### config.mk
export PLATFORM = sky130hd
export DESIGN_NAME = alu_8_ctrl
export DESIGN_NICKNAME = d
export VERILOG_FILES = /design/src/rtl/alu_8_pkg.sv /design/src/rtl/alu_8_cmd_fifo.sv /design/src/rtl/alu_8_ctrl.sv
export SDC_FILE = /design/constraint.sdc
export NUM_CORES = 1
export LEC_CHECK = 0
export ABC_AREA = 1
export BUFFER_PORTS_ARGS = -buffer_cell sky130_fd_sc_hd__buf_2
export CAP_MARGIN = 20
export CORE_UTILIZATION = 56
export DETAILED_ROUTE_END_ITERATION = 8
export GPL_TIMING_DRIVEN = 0
export PLACE_DENSITY = 0.79
export RECOVER_POWER = 50
export SYNTH_ARGS = -nofsm -noshare
export SYNTH_HDL_FRONTEND = slang
export SYNTH_SLANG_ARGS = --single-unit
### constraint.sdc
create_clock -name clk -period 2.8 [get_ports clk]
set_clock_uncertainty 0.1 [all_clocks]
set_input_delay 0.42 -clock clk [delete_from_list [all_inputs] [get_ports clk]]
set_output_delay 0.42 -clock clk [all_outputs]
set_load 0.02 [all_outputs]
### src/rtl/alu_8_pkg.sv
// alu_8_pkg: opcode constants, controller FSM state and the queued command
// record shared by alu_8_ctrl and its command FIFO.
package alu_8_pkg;

    localparam logic [3:0] OP_ADD = 4'hF;
    localparam logic [3:0] OP_SUB = 4'hE;
    localparam logic [3:0] OP_INC = 4'hD;
    localparam logic [3:0] OP_DEC = 4'hC;
    localparam logic [3:0] OP_AND = 4'h7;
    localparam logic [3:0] OP_OR  = 4'h6;
    localparam logic [3:0] OP_XOR = 4'h5;
    localparam logic [3:0] OP_NOT = 4'h4;

    typedef enum logic [1:0] {
        ST_IDLE  = 2'd0,
        ST_ISSUE = 2'd1,
        ST_RESP  = 2'd2
    } state_t;

    typedef struct packed {
        logic       load;
        logic [3:0] sel;
        logic [7:0] data;
    } cmd_t;

    localparam int CMD_W = $bits(cmd_t);

    function automatic cmd_t make_cmd(input logic load, input logic [3:0] sel,
                                      input logic [7:0] data);
        cmd_t c;
        c.load = load;
        c.sel  = sel;
        c.data = data;
        return c;
    endfunction

endpackage

### src/rtl/alu_8_cmd_fifo.sv
// alu_8_cmd_fifo: power-of-two deep command FIFO with a registered occupancy
// count; simultaneous push and pop leave the count unchanged.
module alu_8_cmd_fifo #(
    parameter int DEPTH = 4,
    parameter int WIDTH = 13
) (
    input  logic                     clk,
    input  logic                     rst,
    input  logic                     push,
    input  logic [WIDTH-1:0]         push_data,
    input  logic                     pop,
    output logic [WIDTH-1:0]         pop_data,
    output logic [$clog2(DEPTH):0]   count
);
    localparam int AW = $clog2(DEPTH);
    localparam int CW = AW + 1;

    logic [WIDTH-1:0] mem [DEPTH];
    logic [AW-1:0]    wr_ptr;
    logic [AW-1:0]    rd_ptr;

    assign pop_data = mem[rd_ptr];

    // Pointers are exactly AW bits wide, so wrap modulo DEPTH comes for free.
    always_ff @(posedge clk or posedge rst) begin
        if (rst) begin
            wr_ptr <= '0;
            rd_ptr <= '0;
            count  <= '0;
        end else begin
            if (push) wr_ptr <= wr_ptr + AW'(1);
            if (pop)  rd_ptr <= rd_ptr + AW'(1);
            case ({push, pop})
                2'b10:   count <= count + CW'(1);
                2'b01:   count <= count - CW'(1);
                default: count <= count;
            endcase
        end
    end

    always_ff @(posedge clk) begin
        if (push) mem[wr_ptr] <= push_data;
    end

    a_no_push_full: assert property (@(posedge clk) disable iff (rst)
        !(push && count == CW'(DEPTH)));
    a_no_pop_empty: assert property (@(posedge clk) disable iff (rst)
        !(pop && count == '0));

endmodule

### src/rtl/alu_8_ctrl.sv
// alu_8_ctrl: queues commands and sequences them onto an external combinational
// 8-bit ALU, one response per command. Define ALU_CTRL_ZERO_FLAG_EN for rsp_zero.
module alu_8_ctrl
    import alu_8_pkg::*;
#(
    parameter int FIFO_DEPTH = 4
) (
    input  logic       clk,
    input  logic       rst,
    input  logic       cmd_valid,
    output logic       cmd_ready,
    input  logic [3:0] cmd_sel,
    input  logic [7:0] cmd_data,
    input  logic       cmd_load,
    output logic       alu_enable,
    output logic [3:0] alu_sel,
    output logic [7:0] alu_opA,
    output logic [7:0] alu_opB,
    input  logic [7:0] alu_result,
    input  logic       alu_carry,
    output logic       rsp_valid,
    input  logic       rsp_ready,
    output logic [7:0] rsp_data,
    output logic       rsp_carry,
`ifdef ALU_CTRL_ZERO_FLAG_EN
    output logic       rsp_zero,
`endif
    output logic [7:0] acc,
    output logic       busy,
    output logic [1:0] fsm_state
);
    localparam int CW = $clog2(FIFO_DEPTH) + 1;

    // Handshakes: a command transfers on a rising edge where cmd_valid && cmd_ready;
    // a response transfers on a rising edge where rsp_valid && rsp_ready, and
    // rsp_valid, rsp_data and rsp_carry hold steady until that edge.

    state_t         state;
    cmd_t           head;
    cmd_t           in_cmd;
    logic [CW-1:0]  fifo_count;
    logic           fifo_empty;
    logic           fifo_full;
    logic           push;
    logic           pop;
    logic           cur_load;
    logic [7:0]     cur_data;
    logic [7:0]     res_data;
    logic           res_carry;

    assign fifo_empty = (fifo_count == '0);
    assign fifo_full  = (fifo_count == CW'(FIFO_DEPTH));
    assign cmd_ready  = !rst && !fifo_full;
    assign push       = cmd_valid && cmd_ready;
    assign pop        = !fifo_empty &&
                        ((state == ST_IDLE) || (state == ST_RESP && rsp_ready));
    assign busy       = (state != ST_IDLE) || !fifo_empty;
    assign fsm_state  = state;
    assign in_cmd     = make_cmd(cmd_load, cmd_sel, cmd_data);

    // Loads bypass the ALU and always clear the carry flag.
    assign res_data   = cur_load ? cur_data : alu_result;
    assign res_carry  = cur_load ? 1'b0 : alu_carry;

    alu_8_cmd_fifo #(
        .DEPTH (FIFO_DEPTH),
        .WIDTH (CMD_W)
    ) u_fifo (
        .clk       (clk),
        .rst       (rst),
        .push      (push),
        .push_data (in_cmd),
        .pop       (pop),
        .pop_data  (head),
        .count     (fifo_count)
    );

    always_ff @(posedge clk or posedge rst) begin
        if (rst) begin
            state      <= ST_IDLE;
            cur_load   <= 1'b0;
            cur_data   <= '0;
            acc        <= '0;
            rsp_valid  <= 1'b0;
            rsp_data   <= '0;
            rsp_carry  <= 1'b0;
            alu_enable <= 1'b0;
            alu_sel    <= '0;
            alu_opA    <= '0;
            alu_opB    <= '0;
        end else begin
            case (state)
                ST_IDLE: begin
                    if (pop) state <= ST_ISSUE;
                end
                ST_ISSUE: begin
                    acc        <= res_data;
                    rsp_data   <= res_data;
                    rsp_carry  <= res_carry;
                    rsp_valid  <= 1'b1;
                    alu_enable <= 1'b0;
                    state      <= ST_RESP;
                end
                ST_RESP: begin
                    if (rsp_ready) begin
                        rsp_valid <= 1'b0;
                        state     <= pop ? ST_ISSUE : ST_IDLE;
                    end
                end
                default: state <= ST_IDLE;
            endcase

            // A pop always starts an ISSUE cycle, so the ALU drive is loaded here.
            if (pop) begin
                cur_load   <= head.load;
                cur_data   <= head.data;
                alu_sel    <= head.sel;
                alu_opA    <= acc;
                alu_opB    <= head.data;
                alu_enable <= !head.load;
            end
        end
    end

`ifdef ALU_CTRL_ZERO_FLAG_EN
    always_ff @(posedge clk or posedge rst) begin
        if (rst) begin
            rsp_zero <= 1'b0;
        end else if (state == ST_ISSUE) begin
            rsp_zero <= (res_data == 8'h00);
        end
    end
`endif

    a_rsp_stable: assert property (@(posedge clk) disable iff (rst)
        (rsp_valid && !rsp_ready) |=> (rsp_valid && $stable(rsp_data) && $stable(rsp_carry)));

endmodule

==> flow_summary.ini <==
[timing]
finalMaxSlewViolations = 0
timing.fmax_mhz = 433
whs_ps = 52.2
worstMarginPinSlew_ps = 967
relSlewSlack = 0.352
period_share = 0.824
fin_crit_ps = 2310
tns_ps = 0
rsz0062_at_grt = no
hold_violations = 0
setup_viol = 0

[synth]
synth_most_common_cell = nand2_1
yosys_register_bits = 93
synth_edf_count = 52
synthTopCellsByCount = nand2_1 (159), inv_1 (68), edfxtp_1 (52)
ys_seq_area_frac = 0.631
syn_nets = 463
synth.top_cells.by_area = edfxtp_1 (38%), dfrtp_1 (25%), nand2_1 (15%)
syn_area_um2 = 4100
synth_area_per_cell_um2 = 9.52
syn-instance-count = 431
ys.flop_type = edfxtp_1
yosysWarnings = 0
yosys.area.top_type = edfxtp_1
synthArstFlopShare = 0.441
synth_top_area_share = 0.381
synth_cell_types = 25

[layout]
nets = 547
area_delta_synth_final_pct = 16.1
fin_cells = 616
drive_gt1_frac = 0.185
diodes = 0
design_area_um2 = 4760

[power]
intPower_mw = 3.09
ir_drop_uv = 367
power_frac_comb = 0.455
p_leak_nw = 2.40
p_per_area_nw_per_um2 = 1130
p_sw_mw = 2.29
p_seq_frac = 0.385
p_sw_frac = 0.425
power_frac_clock = 0.160

[critical_path]
cp_max_fo = 10
path_class = flip-flop to flip-flop
end_kind = flip-flop
start_kind = flip-flop
arrival_ps = 2450
cp.required_ps = 2940

[clocking]
cts_buffers = 9
clkTransAtPathRegs_ps = 90
clkLatencyLatePin_ps = 360
max-clock-path-buffers = 2
cts_sinks = 93
cts_setup_buffers = 0
clockRootBuffer = clkbuf_8
tritoncts = done
cts_htree_levels = 3
cts_resized = 0
ctsHoldBuffers = 0

[grt]
first_global_vias = 2623
grt_max_degree = 45
grt_pass1_wl_mm = 12.8
antenna_found_initial = 0
gr-total-overflow = 0
grt_usage = 0.225

[die]
start_util = 0.591
row_count = 30
fp.dieH_um = 87.6
die_x_um = 87.6
ios = 69
dieArea_um2 = 7670
core_area_um2 = 6940

[placed_design]
dpl.cell_count = 599
dpl_cell_area_um2 = 4610
place_congestion = 0.800
post-dp-hpwl_mm = 5.63
io_buffers = 68

[drt]
firstDrtPassIters = 7
final_antenna_net_count = 0
routed_wl_mm = 8.10
first_iter_violations = 173
vias = 2908
drc_errors = 0
avgRoutedWirePerCell_um = 13.1
via_per_inst = 4.72

[run]
maxCapViolCount = 0

[run_status]
status = finished, final reports clean

[worst_hold_path]
hold_path_class = input pin to asynchronous set/reset pin
## stage by stage
step	setup slack, ps	utilization	total power [mW]
2_1_floorplan	347	-	3.84
3_3_place_gp	-329	0.657	4.49
3_5_place_dp	-206	0.664	4.59
4_1_cts	194	0.691	5.45
5_1_grt	329	0.686	5.80
6_report	492	0.686	5.38
## power by group through the flow
stage / registers, mW / logic, mW / clock network (mW)
6_report: 2.07 / 2.45 / 0.859
5_1_grt: 2.12 / 2.75 / 0.933
4_1_cts: 2.07 / 2.51 / 0.869
3_5_place_dp: 2.10 / 2.49 / 0
3_3_place_gp: 2.09 / 2.40 / 0
2_1_floorplan: 2.35 / 1.49 / 0
## worst paths after layout
path | slack [ps] | from | cells after the start | endpoint
max | 490 | u_fifo.count[0] | 9 | u_fifo.count[1]
min | 50 | rst | 2 | fsm_state[1]
max reg2reg | 490 | u_fifo.count[0] | 9 | u_fifo.count[1]
min reg2reg | 390 | alu_opA[2] | 2 | alu_opA[2]
max in group asynchronous | 1910 | rst | 2 | alu_opA[4]
min in group clk | 200 | alu_carry | 3 | rsp_carry
## worst max-delay path, cell delays in order, from the launching register on
cell	delay, ps
dfrtp_1	420
inv_1	90
nand3_1	110
inv_1	80
nor2_1	390
buf_6	220
ha_1	210
fa_1	420
nand2_1	70
o21ai_0	70
## sequential cells by signal, summed over array words and instances (netlist names)
| signal | cells |
|---|---|
| acc | 8 |
| u_fifo.wr_ptr | 2 |
| alu_enable | 1 |
| cur_load | 1 |
| alu_opA | 8 |
| u_fifo.count | 3 |
| rsp_carry | 1 |
| fsm_state | 2 |
| cur_data | 8 |
| alu_sel | 4 |
| u_fifo.rd_ptr | 2 |
| u_fifo.mem | 52 |
| rsp_valid | 1 |
## logic make-up (layout without fill, tap and decap cells)
family | Yosys count | in the layout | synth area share
adders and majority gates | 6 | 6 | 0.0201
and+or+nand+nor | 212 | 212 | 0.209
buffers and inverters | 95 | 184 | 0.105
AOI/OAI and AO/OA | 22 | 22 | 0.0281
DFF | 93 | 93 | 0.631
xor gates and xnor gates | 3 | 3 | 0.00641
## placed cells by master, fill, tap and decap left out, types with 5 or more instances in the layout
cell	Yosys	final
edfxtp_1	52	52
clkbuf_1	0	19
buf_6	2	5
ha_1	5	5
buf_4	14	14
nand3_1	32	33
nand2_1	159	159
clkbuf_8	0	9
o21ai_0	10	10
buf_2	6	56
dfrtp_1	41	41
nor2_1	15	16
o21ai_1	8	8
inv_1	68	68
## layout make-up
type / count / area, µm²
Sequential cell: 93 / 2590
Fill cell: 537 / 2180
Multi-Input combinational cell: 243 / 1070
Timing Repair Buffer: 72 / 363
Inverter: 73 / 278
Buffer: 22 / 150
Clock buffer: 9 / 124
Tap cell: 96 / 120
Clock inverter: 7 / 65.1
Timing Repair inverter: 1 / 5.00
## metal layers
metal / wire [µm] / vias up / track usage / part of all wire
li1: - / 1494 / - / -
met1: 3590 / 1312 / 0.306 / 0.44
met2: 3900 / 96 / 0.347 / 0.48
met3: 507 / 6 / 0.0509 / 0.063
met4: 94 / 0 / 0.109 / 0.012
met5: 0 / - / 0 / 0
(Power assumes the default switching activity.)
